--- src/rtl/mem_arbiter.sv ---
// Line-memory arbiter: serialises I-cache refills, D-cache refills and D-cache
// write-backs onto a single line memory, one operation in flight at a time.
module mem_arbiter #(
    parameter int ADDR_W = 10,
    parameter int LINE_W = 128
) (
    input  logic              clk,
    input  logic              rst,

    input  logic              Ic_req,
    input  logic [ADDR_W-1:0] Ic_addr,
    output logic [LINE_W-1:0] Ic_line,
    output logic              Ic_valid,

    input  logic              Dc_req,
    input  logic [ADDR_W-1:0] Dc_addr,
    output logic [LINE_W-1:0] Dc_line,
    output logic              Dc_valid,

    input  logic              Dc_wb_req,
    input  logic [ADDR_W-1:0] Dc_wb_addr,
    input  logic [LINE_W-1:0] Dc_wb_line,
    output logic              Dc_wb_ack,

    output logic              ARB_mem_req,
    output logic [ADDR_W-1:0] ARB_mem_addr,
    input  logic [LINE_W-1:0] MEM_data_line,
    input  logic              MEM_mem_valid,

    output logic              ARB_wb_we,
    output logic [ADDR_W-1:0] ARB_wb_addr,
    output logic [LINE_W-1:0] ARB_wb_wline,

    output logic              ARB_busy
);

    // Handshakes: each requester holds its req level until it sees its one-cycle
    // valid/ack pulse and drops req on that same edge; requests are only sampled
    // in IDLE, and the memory read valid is only honoured in RD_WAIT.
    typedef enum logic [2:0] {
        ST_IDLE,
        ST_WB,
        ST_RD_ISSUE,
        ST_RD_WAIT,
        ST_RESP
    } state_e;

    typedef enum logic {
        OWN_IC,
        OWN_DC
    } owner_e;

    state_e              state_q,    state_d;
    owner_e              rr_last_q,  rr_last_d;
    logic [LINE_W-1:0]   ic_line_q,  ic_line_d;
    logic [LINE_W-1:0]   dc_line_q,  dc_line_d;
    logic                ic_valid_q, ic_valid_d;
    logic                dc_valid_q, dc_valid_d;
    logic                wb_ack_q,   wb_ack_d;
    logic                mem_req_q,  mem_req_d;
    logic [ADDR_W-1:0]   mem_addr_q, mem_addr_d;
    logic                wb_we_q,    wb_we_d;
    logic [ADDR_W-1:0]   wb_addr_q,  wb_addr_d;
    logic [LINE_W-1:0]   wb_wline_q, wb_wline_d;
    logic                busy_q,     busy_d;
    logic                grant_dc;

    always_comb begin
        state_d    = state_q;
        rr_last_d  = rr_last_q;
        ic_line_d  = ic_line_q;
        dc_line_d  = dc_line_q;
        ic_valid_d = 1'b0;
        dc_valid_d = 1'b0;
        wb_ack_d   = 1'b0;
        mem_req_d  = 1'b0;
        mem_addr_d = mem_addr_q;
        wb_we_d    = 1'b0;
        wb_addr_d  = wb_addr_q;
        wb_wline_d = wb_wline_q;

        // On a tie the requester that did not own the previous read wins.
        grant_dc = Dc_req && (!Ic_req || (rr_last_q == OWN_IC));

        case (state_q)
            ST_IDLE: begin
                if (Dc_wb_req) begin
                    wb_addr_d  = Dc_wb_addr;
                    wb_wline_d = Dc_wb_line;
                    wb_we_d    = 1'b1;
                    wb_ack_d   = 1'b1;
                    state_d    = ST_WB;
                end else if (Ic_req || Dc_req) begin
                    if (grant_dc) begin
                        rr_last_d  = OWN_DC;
                        mem_addr_d = Dc_addr;
                    end else begin
                        rr_last_d  = OWN_IC;
                        mem_addr_d = Ic_addr;
                    end
                    mem_req_d = 1'b1;
                    state_d   = ST_RD_ISSUE;
                end
            end
            ST_WB: begin
                state_d = ST_IDLE;
            end
            ST_RD_ISSUE: begin
                state_d = ST_RD_WAIT;
            end
            ST_RD_WAIT: begin
                if (MEM_mem_valid) begin
                    if (rr_last_q == OWN_DC) begin
                        dc_line_d  = MEM_data_line;
                        dc_valid_d = 1'b1;
                    end else begin
                        ic_line_d  = MEM_data_line;
                        ic_valid_d = 1'b1;
                    end
                    state_d = ST_RESP;
                end
            end
            ST_RESP: begin
                state_d = ST_IDLE;
            end
            default: begin
                state_d = ST_IDLE;
            end
        endcase

        busy_d = (state_d != ST_IDLE);
    end

    always_ff @(posedge clk) begin
        if (rst) begin
            state_q    <= ST_IDLE;
            rr_last_q  <= OWN_IC;
            ic_line_q  <= '0;
            dc_line_q  <= '0;
            ic_valid_q <= 1'b0;
            dc_valid_q <= 1'b0;
            wb_ack_q   <= 1'b0;
            mem_req_q  <= 1'b0;
            mem_addr_q <= '0;
            wb_we_q    <= 1'b0;
            wb_addr_q  <= '0;
            wb_wline_q <= '0;
            busy_q     <= 1'b0;
        end else begin
            state_q    <= state_d;
            rr_last_q  <= rr_last_d;
            ic_line_q  <= ic_line_d;
            dc_line_q  <= dc_line_d;
            ic_valid_q <= ic_valid_d;
            dc_valid_q <= dc_valid_d;
            wb_ack_q   <= wb_ack_d;
            mem_req_q  <= mem_req_d;
            mem_addr_q <= mem_addr_d;
            wb_we_q    <= wb_we_d;
            wb_addr_q  <= wb_addr_d;
            wb_wline_q <= wb_wline_d;
            busy_q     <= busy_d;
        end
    end

    assign Ic_line      = ic_line_q;
    assign Ic_valid     = ic_valid_q;
    assign Dc_line      = dc_line_q;
    assign Dc_valid     = dc_valid_q;
    assign Dc_wb_ack    = wb_ack_q;
    assign ARB_mem_req  = mem_req_q;
    assign ARB_mem_addr = mem_addr_q;
    assign ARB_wb_we    = wb_we_q;
    assign ARB_wb_addr  = wb_addr_q;
    assign ARB_wb_wline = wb_wline_q;
    assign ARB_busy     = busy_q;

endmodule

--- config.mk ---
export PLATFORM = sky130hd
export DESIGN_NAME = mem_arbiter
export DESIGN_NICKNAME = d
export VERILOG_FILES = /design/src/rtl/mem_arbiter.sv
export SDC_FILE = /design/constraint.sdc
export NUM_CORES = 1
export LEC_CHECK = 0
export ABC_CLOCK_PERIOD_IN_PS = 2700
export CAP_MARGIN = 20
export CORE_AREA = 5 5 268 270
export CTS_CLUSTER_DIAMETER = 150
export DETAILED_ROUTE_END_ITERATION = 6
export DIE_AREA = 0 0 273 275
export DONT_BUFFER_PORTS = 1
export SLEW_MARGIN = 20
export SYNTH_ARGS = -nofsm -noshare
export SYNTH_HDL_FRONTEND = slang
export SYNTH_SLANG_ARGS = --single-unit
--- constraint.sdc ---
create_clock -name clk -period 2.7 [get_ports clk]
set_input_delay 0.675 -clock clk [delete_from_list [all_inputs] [get_ports clk]]
set_output_delay 0.675 -clock clk [all_outputs]
set_load 0.03 [all_outputs]
After elaboration in Yosys (flattened, before gate mapping)
Index checks and enable logic that the tools add are counted.
{"block": "classes", "n_eq_ne": 2, "muxes": 10, "bitwise_logic": 5, "n_reduce_logical": 13}
{"op": "10-bit two-way mux", "count": 1}
{"op": "3-bit two-way mux", "count": 3}
{"op": "3-bit case mux with 3 select lines", "count": 1}
{"op": "3-bit AND reduction", "count": 3}
{"op": "3-bit by 2-bit == test with 1-bit output (second input constant)", "count": 2}
{"op": "3-bit OR reduction", "count": 2}
{"op": "1-bit two-way mux", "count": 5}
{"op": "1-bit NOT", "count": 5}
{"op": "3-bit zero test", "count": 1}
{"op": "3-bit nonzero test", "count": 1}
{"op": "1-bit logical OR", "count": 2}
{"op": "2-bit AND reduction", "count": 1}
{"op": "2-bit OR reduction", "count": 1}
{"op": "1-bit logical AND", "count": 1}
{"op": "1-bit zero test", "count": 1}
{"block": "word_totals", "ff_bits": 413, "input_bits": 292, "out_inout_bits": 410, "wordCells": 42}

Logic depth before layout (Yosys ltp)
{"block": "logic_depth", "ltp_word": 5, "depth_mapped": 7, "depth_no_buf": 3}

Worst setup path before layout
Ideal clock, no wire load.
{"block": "synth_timing", "path_type": "input -> register", "from": "input port rst", "to": "register wb_addr_q[0] (netlist: ARB_wb_addr[0])", "t_arrival_ns": 1.728, "setup_slack_ns": 0.840, "stages": 5, "path_buffers": 4, "path_cell_list": "buf_2 > clkbuf_1 > clkbuf_1 > clkbuf_1 > a21oi_1"}
{"element": "start, declared", "line": "8", "text": "input logic rst,"}
{"element": "end signal, assigned", "line": "160", "text": "wb_addr_q <= wb_addr_d;"}
{"element": "end, declared", "line": "63", "text": "logic [ADDR_W-1:0] wb_addr_q, wb_addr_d;"}
No word-level cell between the ends.

Worst setup path after layout
{"block": "layout_timing", "from": "register state_q[2]", "to": "register dc_line_q[115] (netlist: Dc_line[115])"}
{"block": "layout_between", "elab_chain_cells": 2}
{"element": "start, declared", "line": "53", "text": "state_e state_q, state_d;"}
{"element": "start signal, assigned", "line": "150", "text": "state_q <= state_d;"}
{"element": "3-bit by 2-bit == test with 1-bit output", "line": "85", "text": "case (state_q)"}
{"element": "3-bit AND reduction (no source line)"}
{"element": "end signal, assigned", "line": "153", "text": "dc_line_q <= dc_line_d;"}
{"element": "end, declared", "line": "56", "text": "logic [LINE_W-1:0] dc_line_q, dc_line_d;"}
Every way passes these cells.
A chain may end at the register's enable or synchronous reset.

==> out/qor.yml <==
finClkSkew_ns: 0.0228
drc: 0
grt_pass1_vias: 12297
layout-drive-gt1-share_pct: 5.47
critPathLaunchType: "register"
fp.dieW_um: 273
drt_pass1_iterations: 5
final_nets: 2144
vias: 12961
grt_pass1_wl_mm: 80.2
relSlewSlack_pct: -18.1
cts_resized: 0
io_pins: 702
avgViaCountPerCell: 4.59
stdcell_count: 2823
wl_per_cell_um: 19.7
root_buffer: "clkbuf_16"
leakage_uw: 0.00626
core_area_mm2: 0.0693
initialDrtViolationCount: 1228
syn_avg_cell_area_um2: 8.23
syn_to_final_growth_pct: 13.4
hold_path.class: "in2reg"
fin_tns_setup_ns: 0
grt_max_degree: 542
fin_ws_ns: 0.677
dieHeight_um: 275
ctsHtreeMaxLevel: 2
place_hpwl_mm: 38.1
crit_path_end_kind: "register"
p_per_area_mw_per_mm2: 756
cts_tree: "yes"
ctsHoldBuffers: 0
cts_post_setup_buffers_inserted: 0
slew_violations: 151
grt_overflow_total: 0
fmax_mhz: 494
maxCapViolCount: 0
setup_viol_count_final: 0
antenna_cells: 0
grt_usage_pct: 13.4
yosysSeqAreaShare_pct: 51.2
yosys_warnings: 0
holdWs_ns: 0.223
cp.required_ns: 3.09
hold_viol_final: 0
wl_mm: 55.5
rows: 97
period_minus_slack_ns: 2.02
initial_utilization_pct: 23.3
cts_buffers: 45
rsz0062_at_grt: "false"
cts.sinks: 413
synth_area_mm2: 0.0162
cp_max_fo: 70
clock_path_buffers: 3
synth-seq-cells: 413
place_congestion: 0.809
ant_nets: 0
syn-num-nets: 2255
tightest_slew_ns: 1.77
period_share_pct: 74.9
status: "complete, but fails checks"
placed_cells: 2745
ys_types: 27
critPathArrivalTime_ns: 2.42
portBuffers: 0
clk_pin_slew_ns: 0.06
netlist_instances: 1963
pre_cts_ws_ns: 0.530
fp.dieArea_mm2: 0.0751
nFillCells: 7504
peakVddDrop_mv: 0.470
insertion_delay_ns: 0.56
critPathKind: "reg2reg"
antenna_found_initial: 2
violations: "max-slew violations"
through the flow:
step / area, µm² / utilization [%] / total power [µW]
2_1_floorplan: 16200 / - / 7540
3_3_place_gp: 16800 / 24.3 / 7690
3_5_place_dp: 16800 / 24.3 / 7700
4_1_cts: 18300 / 26.4 / 14000
5_1_grt: 18300 / 26.4 / 14400
6_report: 18300 / 26.4 / 13900
logic make-up after synthesis:
| logic type | after synthesis | share of synthesized area, % |
|---|---|---|
| AND/OR/NAND/NOR | 678 | 22.0 |
| flip-flops | 413 | 51.2 |
| buffers and inverters | 194 | 5.35 |
| AO/OA/AOI/OAI | 678 | 21.5 |
metal layers:
metal,share of wire (%),global-route usage (%)
met5,0.061,0
met4,2.5,4.09
met3,10,4.72
met2,49,22.2
met1,38,16.4
area by class of cell:
class,count,area (µm²),area share [%]
flip-flops and latches,413,8270,45.1
inverters,13,51.3,0.280
repair buffers,23,273,1.49
clock buffers,63,1310,7.17
multi-input cells,1356,7050,38.5
well taps,940,1180,6.42
clock inverters,15,189,1.03
worst max-delay path: stages (launching register included):
cell      delay (ns)
dfxtp_1         0.50
nand4b_1        0.29
or2_4           0.18
buf_4           0.60
o21ai_0         0.19
sequential cells by signal, indices dropped and copies added, names as in the netlist, 3 cells and up:
| name | cells |
|---|---|
| ARB_wb_wline | 128 |
| Dc_line | 128 |
| Ic_line | 128 |
| ARB_mem_addr | 10 |
| ARB_wb_addr | 10 |
| state_q | 3 |
final timing paths:
check / slack, ns / end / depth (start not counted) / start
worst min register to register: 0.61 / ARB_wb_wline[80] / 2 / ARB_wb_wline[80]
worst min-delay path: 0.22 / rr_last_q / 1 / Ic_req
worst max register to register: 0.68 / Dc_line[115] / 4 / state_q[2]
worst max-delay path: 0.68 / Dc_line[115] / 4 / state_q[2]
synthesized netlist by cell type:
library cell / count / area [µm²]
dfxtp_1: 413 / 8270
o21ai_0: 328 / 1640
nand2_1: 279 / 1050
nor2b_1: 257 / 1610
o21ai_1: 186 / 931
a21oi_1: 140 / 701
clkbuf_1: 139 / 522
nand2b_1: 129 / 807
buf_2: 28 / 140
buf_6: 13 / 146
inv_1: 11 / 41.3
a221oi_1: 10 / 87.6
o32ai_1: 10 / 87.6
nor2_1: 6 / 22.5
a211oi_1: 2 / 15.0
a21bo_2: 1 / 10.0
a311oi_1: 1 / 8.76
buf_4: 1 / 7.51
clkinv_1: 1 / 3.75
inv_2: 1 / 3.75
nand4b_1: 1 / 8.76
nor3_1: 1 / 5.00
nor4_2: 1 / 12.5
nor4b_2: 1 / 15.0
or2_1: 1 / 6.26
or3_1: 1 / 6.26
or4b_1: 1 / 10.0
cells in the final DEF, fill, tap and decap left out, types with 2 or more instances in the layout:
cell | netlist | layout
a221oi_1 | 10 | 10
nand2_1 | 279 | 279
buf_12 | 0 | 8
inv_6 | 0 | 2
buf_4 | 1 | 15
clkbuf_8 | 0 | 12
clkinv_2 | 0 | 7
a211oi_1 | 2 | 2
clkbuf_16 | 0 | 45
o21ai_0 | 328 | 328
nand2b_1 | 129 | 128
nor2_1 | 6 | 6
o32ai_1 | 10 | 10
inv_1 | 11 | 11
o21ai_1 | 186 | 186
dfxtp_1 | 413 | 412
bufinv_16 | 0 | 4
clkbuf_1 | 139 | 6
a21oi_1 | 140 | 140
nor2b_1 | 257 | 257
power by group:
part           internal, µW  total, µW  switching [µW]
clock network          3760       6300            2540
logic                   235        725             490
registers              6290       6830             544
total                 10300      13900            3570
No activity file was read; power rests on OpenSTA's default activity.
